### src/rtl/pc_gen.sv
// Fetch program-counter generator: picks sequential, branch or exception-vector
// next PC, latches synchronous exceptions, and tracks PC/valid per pipeline stage.
module pc_gen #(
    parameter int unsigned     AW         = 32,
    parameter logic [AW-1:0]   RESET_VEC  = '0,
    parameter logic [AW-1:0]   LOVEC_BASE = '0,
    parameter logic [AW-1:0]   HIVEC_BASE = AW'(32'hFFFF_0000),
    parameter int unsigned     DEPTH      = 2
) (
    input  logic                  clk,
    input  logic                  rst_n,
    input  logic                  en,
    input  logic                  i_thumb,
    input  logic                  i_hivec,
    input  logic                  i_pc_en,
    input  logic [AW-1:0]         i_pc_reg,
    input  logic [5:0]            i_exc_req,
    input  logic                  i_irq_mask,
    input  logic                  i_fiq_mask,
    output logic [AW-1:0]         o_pc,
    output logic [AW-1:0]         o_pc_next,
    output logic [DEPTH*AW-1:0]   o_stage_pc,
    output logic [DEPTH-1:0]      o_stage_vld,
    output logic                  o_exc_taken,
    output logic [2:0]            o_exc_id,
    output logic [AW-1:0]         o_exc_ret
);

    logic [3:0]                 pend;
    logic [3:0]                 pend_clr;
    logic [5:0]                 eligible;
    logic                       exc_any;
    logic                       take;
    logic                       flush;
    logic [2:0]                 exc_id;
    logic [7:0]                 vec_off;
    logic [AW-1:0]              vec_base;
    logic [DEPTH-1:0][AW-1:0]   stage_pc;

    // irq/fiq are level-only; the four synchronous sources also count while still pending
    assign eligible = {i_exc_req[5] & ~i_fiq_mask,
                       i_exc_req[4] & ~i_irq_mask,
                       pend | i_exc_req[3:0]};
    assign exc_any  = |eligible;
    assign take     = en & exc_any;
    assign flush    = exc_any | i_pc_en;
    assign vec_base = i_hivec ? HIVEC_BASE : LOVEC_BASE;

    always_comb begin
        exc_id  = 3'd0;
        vec_off = 8'h00;
        if (eligible[3]) begin
            exc_id  = 3'd3;
            vec_off = 8'h10;
        end else if (eligible[5]) begin
            exc_id  = 3'd5;
            vec_off = 8'h1C;
        end else if (eligible[4]) begin
            exc_id  = 3'd4;
            vec_off = 8'h18;
        end else if (eligible[2]) begin
            exc_id  = 3'd2;
            vec_off = 8'h0C;
        end else if (eligible[0]) begin
            exc_id  = 3'd0;
            vec_off = 8'h04;
        end else if (eligible[1]) begin
            exc_id  = 3'd1;
            vec_off = 8'h08;
        end
    end

    always_comb begin
        pend_clr = 4'b0000;
        if (take && (exc_id < 3'd4)) begin
            pend_clr = 4'b0001 << exc_id[1:0];
        end
    end

    always_comb begin
        if (take) begin
            o_pc_next = vec_base + AW'(vec_off);
        end else if (i_pc_en) begin
            o_pc_next = i_pc_reg;
        end else begin
            o_pc_next = o_pc + (i_thumb ? AW'(2) : AW'(4));
        end
    end

    // Pending capture runs every edge; everything else advances only when enabled
    always_ff @(posedge clk) begin
        if (!rst_n) begin
            o_pc        <= RESET_VEC;
            pend        <= '0;
            stage_pc    <= '0;
            o_stage_vld <= '0;
            o_exc_taken <= 1'b0;
            o_exc_id    <= 3'd0;
            o_exc_ret   <= '0;
        end else begin
            pend        <= (pend | i_exc_req[3:0]) & ~pend_clr;
            o_exc_taken <= take;
            if (en) begin
                o_pc           <= o_pc_next;
                stage_pc[0]    <= o_pc;
                o_stage_vld[0] <= ~flush;
                for (int k = 1; k < int'(DEPTH); k++) begin
                    stage_pc[k]    <= stage_pc[k-1];
                    o_stage_vld[k] <= o_stage_vld[k-1] & ~flush;
                end
                if (take) begin
                    o_exc_id  <= exc_id;
                    o_exc_ret <= o_pc;
                end
            end
        end
    end

    assign o_stage_pc = stage_pc;

endmodule

### config.mk
export PLATFORM = sky130hd
export DESIGN_NAME = pc_gen
export DESIGN_NICKNAME = d
export VERILOG_FILES = /design/src/rtl/pc_gen.sv
export SDC_FILE = /design/constraint.sdc
export NUM_CORES = 1
export LEC_CHECK = 0
export ABC_AREA = 1
export CAP_MARGIN = 10
export CELL_PAD_IN_SITES_DETAIL_PLACEMENT = 0
export CELL_PAD_IN_SITES_GLOBAL_PLACEMENT = 1
export CORE_UTILIZATION = 35
export CTS_BUF_LIST = sky130_fd_sc_hd__clkbuf_2 sky130_fd_sc_hd__clkbuf_4 sky130_fd_sc_hd__clkbuf_8
export DETAILED_ROUTE_END_ITERATION = 8
export HOLD_SLACK_MARGIN = 0.15
export PLACE_DENSITY = 0.88
export SLEW_MARGIN = 25
export SYNTH_ARGS = -nofsm -noshare
export SYNTH_HDL_FRONTEND = slang
export SYNTH_SLANG_ARGS = --single-unit
### constraint.sdc
create_clock -name clk -period 7.05 [get_ports clk]
set_clock_uncertainty 0.05 [all_clocks]
set_input_delay 1.41 -clock clk [delete_from_list [all_inputs] [get_ports clk]]
set_output_delay 1.41 -clock clk [all_outputs]
set_load 0.005 [all_outputs]
==> results of run 1 <==
## registers in the layout, summed over array words and instances (netlist names)
register,count
o_exc_taken,1
o_exc_id,3
o_pc,32
o_stage_pc,64
o_stage_vld,2
pend,4
o_exc_ret,32
## worst min path at each step
stage                              start             end  slack [ns]  depth (start not counted)
after floorplan              o_exc_id[1]     o_exc_id[1]        0.41                          2
after global placement    o_stage_vld[1]  o_stage_vld[1]        0.40                          2
after detailed placement   o_exc_ret[15]   o_exc_ret[15]        0.41                          2
after CTS                  o_exc_ret[11]   o_exc_ret[11]        0.42                          2
after global routing       o_exc_ret[11]   o_exc_ret[11]        0.44                          2
final                      o_exc_ret[11]   o_exc_ret[11]        0.42                          2
## per-stage QoR
stage,util,setup WS (ns),instance area [sq um],hold WS (ns),instances
2_1_floorplan,-,2.755,6267,0.4108,923
3_3_place_gp,0.4866,1.448,8476,0.4035,1312
3_5_place_dp,0.4866,1.398,8476,0.4106,1312
4_1_cts,0.5092,1.393,8869,0.4243,1344
5_1_grt,0.5093,1.169,8871,0.4387,1345
6_report,0.5093,1.396,8871,0.4229,1345
## power by group through the flow
stage | Combinational [W] | Clock (W) | Sequential (W)
floorplan | 0.000146 | 0 | 0.000880
global placement | 0.000336 | 0 | 0.000887
detailed placement | 0.000337 | 0 | 0.000887
CTS | 0.000340 | 0.000666 | 0.000869
global route | 0.000372 | 0.000700 | 0.000876
finish | 0.000336 | 0.000649 | 0.000869
## metal layers
layer | wire, um | vias to the layer above | track usage | part of all wire
met5 | 0 | - | 0 | 0
met4 | 352 | 0 | 0.08302 | 0.016
met3 | 1397 | 23 | 0.05593 | 0.065
met2 | 10070 | 201 | 0.3880 | 0.47
met1 | 9713 | 3026 | 0.3054 | 0.45
li1 | - | 3348 | - | -
## kinds of logic after synthesis
family | share of synthesized area
AO/OA/AOI/OAI | 0.1647
adder cells (fa/ha/maj) | 0.007187
AND/OR/NAND/NOR | 0.2887
buffers and inverters | 0.08325
flip-flops | 0.4408
XOR/XNOR | 0.01537
## cell type report
type / count / area [sq um] / area share
Clock buffer: 21 / 282.8 / 0.03188
Antenna cell: 1 / 2.502 / 0.0002821
Multi-Input combinational cell: 653 / 2983 / 0.3362
Clock inverter: 11 / 110.1 / 0.01241
Timing Repair Buffer: 217 / 2152 / 0.2426
Sequential cell: 138 / 2763 / 0.3114
Tap cell: 225 / 281.5 / 0.03173
Inverter: 79 / 296.5 / 0.03343
## tightest hold or removal path, delay by kind of cell (launching register included)
kind | cells | cell delay (ns)
DFF | 1 | 0.32
and+or+nand+nor | 2 | 0.12
## cell usage after synthesis
library cell | n | area, sq um
clkbuf_1 | 35 | 131.4
nand2_2 | 1 | 6.260
o21ai_0 | 101 | 505.5
nor2_4 | 3 | 33.78
nor3_1 | 7 | 35.03
nand3_1 | 83 | 415.4
inv_1 | 71 | 266.5
nand2_4 | 1 | 11.26
ha_1 | 2 | 25.02
buf_2 | 9 | 45.04
nand2_1 | 174 | 653.1
a31oi_1 | 1 | 6.260
buf_1 | 7 | 26.28
xor2_1 | 11 | 96.34
nor2_2 | 4 | 25.02
or2_2 | 1 | 6.260
a21oi_1 | 64 | 320.3
o21bai_1 | 3 | 22.52
fa_1 | 1 | 20.02
a21oi_4 | 2 | 32.53
buf_6 | 2 | 22.52
dfxtp_1 | 138 | 2763
o21ai_1 | 26 | 130.1
inv_2 | 8 | 30.03
a211oi_1 | 1 | 7.510
o211ai_1 | 1 | 7.510
nor2_1 | 166 | 623.1
==> impl_metrics.py, run 1 <==
metrics = {
    "worst_setup_path": {
        "crit_type": "input pin to output port",
        "cp.arrival_ns": 4.19,
        "worst-path-buf-inv": 4,
        "reg2reg_slack_ns": 4.45,
        "r2r_start": "o_pc[1]",
        "r2r_cells": 13,
        "cp.required_ns": 5.59,
        "cp-endpoint": "o_pc_next[19]",
        "critPathMaxStageDelay_ns": 0.54,
        "worstReg2RegEnd": "o_pc[27]",
        "worstPathCellList": "clkdlybuf4s50_1 > ha_1 > inv_1 > fa_1 > nor2_4 > inv_2 > nor2_2 > nand2_1 > nand2_1 > nand2_1 > nand2_1 > nand2_1 > nand2_1 > clkdlybuf4s50_1",
        "crit_slowest_cell": "clkdlybuf4s50_1",
        "crit_top_cell": "nand2_1",
        "cpLargestDelayFamily": "buffers and inverters",
        "end_kind": "output port",
        "crit_path_max_fanout": 6,
        "start_kind": "input pin",
        "crit_start": "i_thumb",
        "cp.depth": 14,
    },
    "outcome": {
        "status": "completed",
    },
    "clock_network": {
        "holdBufCountCts": 0,
        "htree_levels": 4,
        "postCtsSetupBuffers": 0,
        "cts_tree": "done",
        "cts_buffers": 17,
        "clkTransAtPathRegs_ns": 0.08,
        "root_buffer": "clkbuf_8",
        "clock-sinks": 138,
        "clock_insertion_delay_worst_skew_ns": 0.45,
        "cts_buffer_depth": 2,
        "cts_resized": 0,
    },
    "cells_and_area": {
        "fin_nets": 1155,
        "drive_gt1_frac": 0.05362,
        "area.growth.synth_to_final_pct": 41.55,
        "fillers": 1791,
        "final_common_cell": "clkdlybuf4s50_1",
        "layout_common_cells": "clkdlybuf4s50_1, nand2_1, nor2_1",
    },
    "global_routing": {
        "grt_pass1_wl_um": 33410,
        "grt_pass1_vias": 6068,
        "grt_overflow_total": 0,
        "grt_antenna_before_repair": 1,
        "grt_use_total": 0.2379,
        "grt_max_degree": 89,
    },
    "power": {
        "p_per_area_nw_per_um2": 208.9,
        "p_comb_frac": 0.181,
        "power_w": 0.001853,
        "sw_frac_of_total": 0.2902,
        "pwr-share-seq": 0.469,
        "leakagePower_nw": 3.622,
        "clkPwrFrac": 0.350,
        "irDropWorstVdd_v": 0.0001078,
        "internal-power_w": 0.001315,
        "switching_power_w": 0.0005378,
    },
    "yosys": {
        "yosysSeqAreaShare": 0.4408,
        "yosysUniqueCellTypes": 27,
        "avgSynthCellArea_sq_um": 6.790,
        "ys_ff_latch": 138,
        "synth_warnings": 0,
        "syn-cell-area_sq_um": 6267,
        "synth_nets": 972,
        "syn_inst": 923,
    },
    "floorplanning": {
        "die_w_um": 135.8,
        "rows": 48,
        "initial_utilization": 0.3598,
        "dieHeight_um": 135.8,
        "core_region_area_sq_um": 17420,
        "die_area_sq_um": 18450,
        "num_io_pins": 212,
    },
    "timing": {
        "grt_setup_unrepaired": "no",
        "fin_crit_sh": 0.8020,
        "hold_viol_final": 0,
        "max_freq_ghz": 0.1769,
        "final_max_slew_viol_count": 0,
        "setup_viol_count_final": 0,
        "layout_min_cycle_time_ns": 5.654,
        "fin_tns_setup_ns": 0,
        "tightest_slew_ns": 0.9149,
        "relSlewSlack": 0.3892,
    },
    "placed_design": {
        "hpwl_um": 15080,
        "gp_congestion": 0.8455,
        "io_buffers": 211,
    },
    "drt": {
        "vias_per_cell": 4.906,
        "first_pass_iters": 5,
        "routedWlPerCell_um": 16.01,
        "drtAntennaViolNets": 0,
        "wl_um": 21530,
        "vias": 6598,
        "drc": 0,
        "drtIter0Drc": 387,
    },
    "flow_run": {
        "drv_cap": 0,
    },
    "worst_hold_path": {
        "hold_path.class": "flip-flop to flip-flop",
    },
}
Power figures use the tool's default switching activity.
==> run 2, diff against run 1 <==
Settings changed: CORE_UTILIZATION 35 to 29, PLACE_DENSITY 0.88 to 0.78.
Clock period 7.05 ns to 4.7 ns, I/O delays scaled along.
==> run 2 against run 1 <==
Die area up 20%. Core utilization down 8.0 points. Sequential cell count unchanged. Worst hold slack worse by 0.0029 ns. Count of clock-buffer cells in the layout up 1. Largest cell class unchanged. Sequential share of layout area down 0.65 points. Highest routed layer unchanged. Non-clock buffer count up 10. First-iteration DRC count down 4.1%. Largest power group unchanged. Setup slack worse by 1.2 ns.
==> impl_metrics.py, run 2 (synthesis results as in run 1) <==
metrics = {
    "cells_and_area": {
        "area.growth.synth_to_final_pct": 44.54,
        "fin_nets": 1165,
        "fillers": 2262,
        "layout_common_cells": "clkdlybuf4s50_1, nand2_1, nor2_1",
        "multi_input_area_sq_um": 2998,
        "drive_gt1_frac": 0.06466,
        "antenna_cells": 0,
        "regArea_sq_um": 2763,
        "final_common_cell": "clkdlybuf4s50_1",
        "largest_reg_flops": 64,
    },
    "placed_design": {
        "gp_congestion": 0.8517,
        "io_buffers": 211,
        "hpwl_um": 16490,
    },
    "worst_setup_path": {
        "crit_slowest_cell": "clkdlybuf4s50_1",
        "start_kind": "input pin",
        "cp.arrival_ns": 3.52,
        "crit_type": "input pin to output port",
        "cp.required_ns": 3.71,
        "r2r_cells": 13,
        "crit_path_max_fanout": 5,
        "crit_top_cell": "nand2_1",
        "worstPathCellList": "clkdlybuf4s50_1 > ha_1 > inv_1 > fa_1 > nor2_4 > nand2_1 > inv_2 > nand2_1 > a31oi_1 > nand2_1 > inv_1 > clkdlybuf4s50_1",
        "end_kind": "output port",
        "critPathMaxStageDelay_ns": 0.52,
    },
    "timing": {
        "relSlewSlack": 0.5130,
        "final_max_slew_viol_count": 0,
        "fin_tns_setup_ns": 0,
        "setup_viol_count_final": 0,
        "hold_viol_final": 0,
        "fin_crit_sh": 0.9593,
        "max_freq_ghz": 0.2218,
        "holdWs_ns": 0.4200,
        "tightest_slew_ns": 0.7305,
        "grt_setup_unrepaired": "yes",
        "layout_min_cycle_time_ns": 4.509,
    },
    "floorplanning": {
        "dieHeight_um": 149.0,
        "die_area_sq_um": 22200,
        "core_region_area_sq_um": 21090,
        "num_io_pins": 212,
        "die_w_um": 149.0,
        "initial_utilization": 0.2972,
        "rows": 53,
    },
    "clock_network": {
        "htree_levels": 4,
        "postCtsSetupBuffers": 0,
        "clock-sinks": 138,
        "clkTransAtPathRegs_ns": 0.08,
        "clock_insertion_delay_worst_skew_ns": 0.45,
        "cts_buffer_depth": 2,
        "holdBufCountCts": 0,
        "cts_tree": "done",
        "root_buffer": "clkbuf_8",
        "cts_buffers": 17,
    },
    "drt": {
        "routedWlPerCell_um": 16.44,
        "vias_per_cell": 4.719,
        "wl_um": 23080,
        "drtAntennaViolNets": 0,
        "vias": 6626,
        "drc": 0,
        "drtIter0Drc": 371,
        "first_pass_iters": 6,
    },
    "global_routing": {
        "grt_pass1_vias": 6096,
        "grt_max_degree": 70,
        "grt_antenna_before_repair": 0,
        "grt_overflow_total": 0,
        "grt_use_total": 0.2096,
        "grt_pass1_wl_um": 35310,
    },
    "flow_run": {
        "drv_cap": 0,
    },
    "power": {
        "irDropWorstVdd_v": 0.0001370,
        "p_per_area_nw_per_um2": 319.1,
        "leakagePower_nw": 3.682,
    },
    "outcome": {
        "status": "completed",
    },
    "worst_hold_path": {
        "holdPathStages": 2,
        "hold_path.class": "flip-flop to flip-flop",
    },
}
==> run 2: cell count changes in the layout (fill, tap and decap cells not counted), moves of 2 or more <==
cell	previous run	this run
buf_4	8	18
bufinv_16	1	3
inv_6	4	1
nor2_1	166	164
nor2_4	3	5
==> run 2: layout make-up <==
class,instances,share of cell area
Clock buffer,22,0.03204
Clock inverter,10,0.01547
Inverter,79,0.03273
Multi-Input combinational cell,653,0.3309
Sequential cell,138,0.3050
Tap cell,275,0.03798
Timing Repair Buffer,227,0.2459
==> run 2: per-stage QoR <==
| stage | utilization | instances | setup WS, ns | power, W | cell area (sq um) |
|---|---|---|---|---|---|
| detailed placement | 0.4084 | 1372 | 0.09193 | 0.001848 | 8613 |
| global placement | 0.4084 | 1372 | 0.1158 | 0.001846 | 8613 |
| CTS | 0.4289 | 1404 | 0.08827 | 0.002922 | 9044 |
| global route | 0.4296 | 1404 | -0.003483 | 0.003026 | 9059 |
| finish | 0.4296 | 1404 | 0.1912 | 0.002891 | 9059 |
| floorplan | - | 923 | 1.345 | 0.001538 | 6267 |
==> run 2: path summary, 6_finish.rpt <==
kind / to / from / slack, ns
worst min register to register: o_exc_id[1] / o_exc_id[1] / 0.42
worst max-delay path: o_pc_next[9] / i_thumb / 0.19
worst min-delay path: o_exc_id[1] / o_exc_id[1] / 0.42
worst max register to register: o_pc[27] / o_pc[1] / 2.25
==> run 2: timing repair <==
action	in CTS	in global routing
hold endpoints to repair	0	0
setup endpoints to repair	0	9
gates resized for setup	0	5
==> run 2: worst max-delay path: cells and delay by family <==
kind / cells / cell delay [ns]
buffers and inverters: 5 / 1.28
adders and majority gates: 2 / 0.62
AOI/OAI and AO/OA: 1 / 0.13
and+or+nand+nor: 4 / 0.55
==> run 2: power by group <==
group          internal, W  switching (W)
sequential         0.00124      0.0000634
clock             0.000580       0.000495
combinational     0.000261       0.000251
total              0.00208       0.000809
==> run 2: layer usage <==
layer	global-route usage	part of all wire
met1	0.2681	0.45
met2	0.3540	0.48
met3	0.04740	0.062
met4	0.05255	0.011
met5	0	0
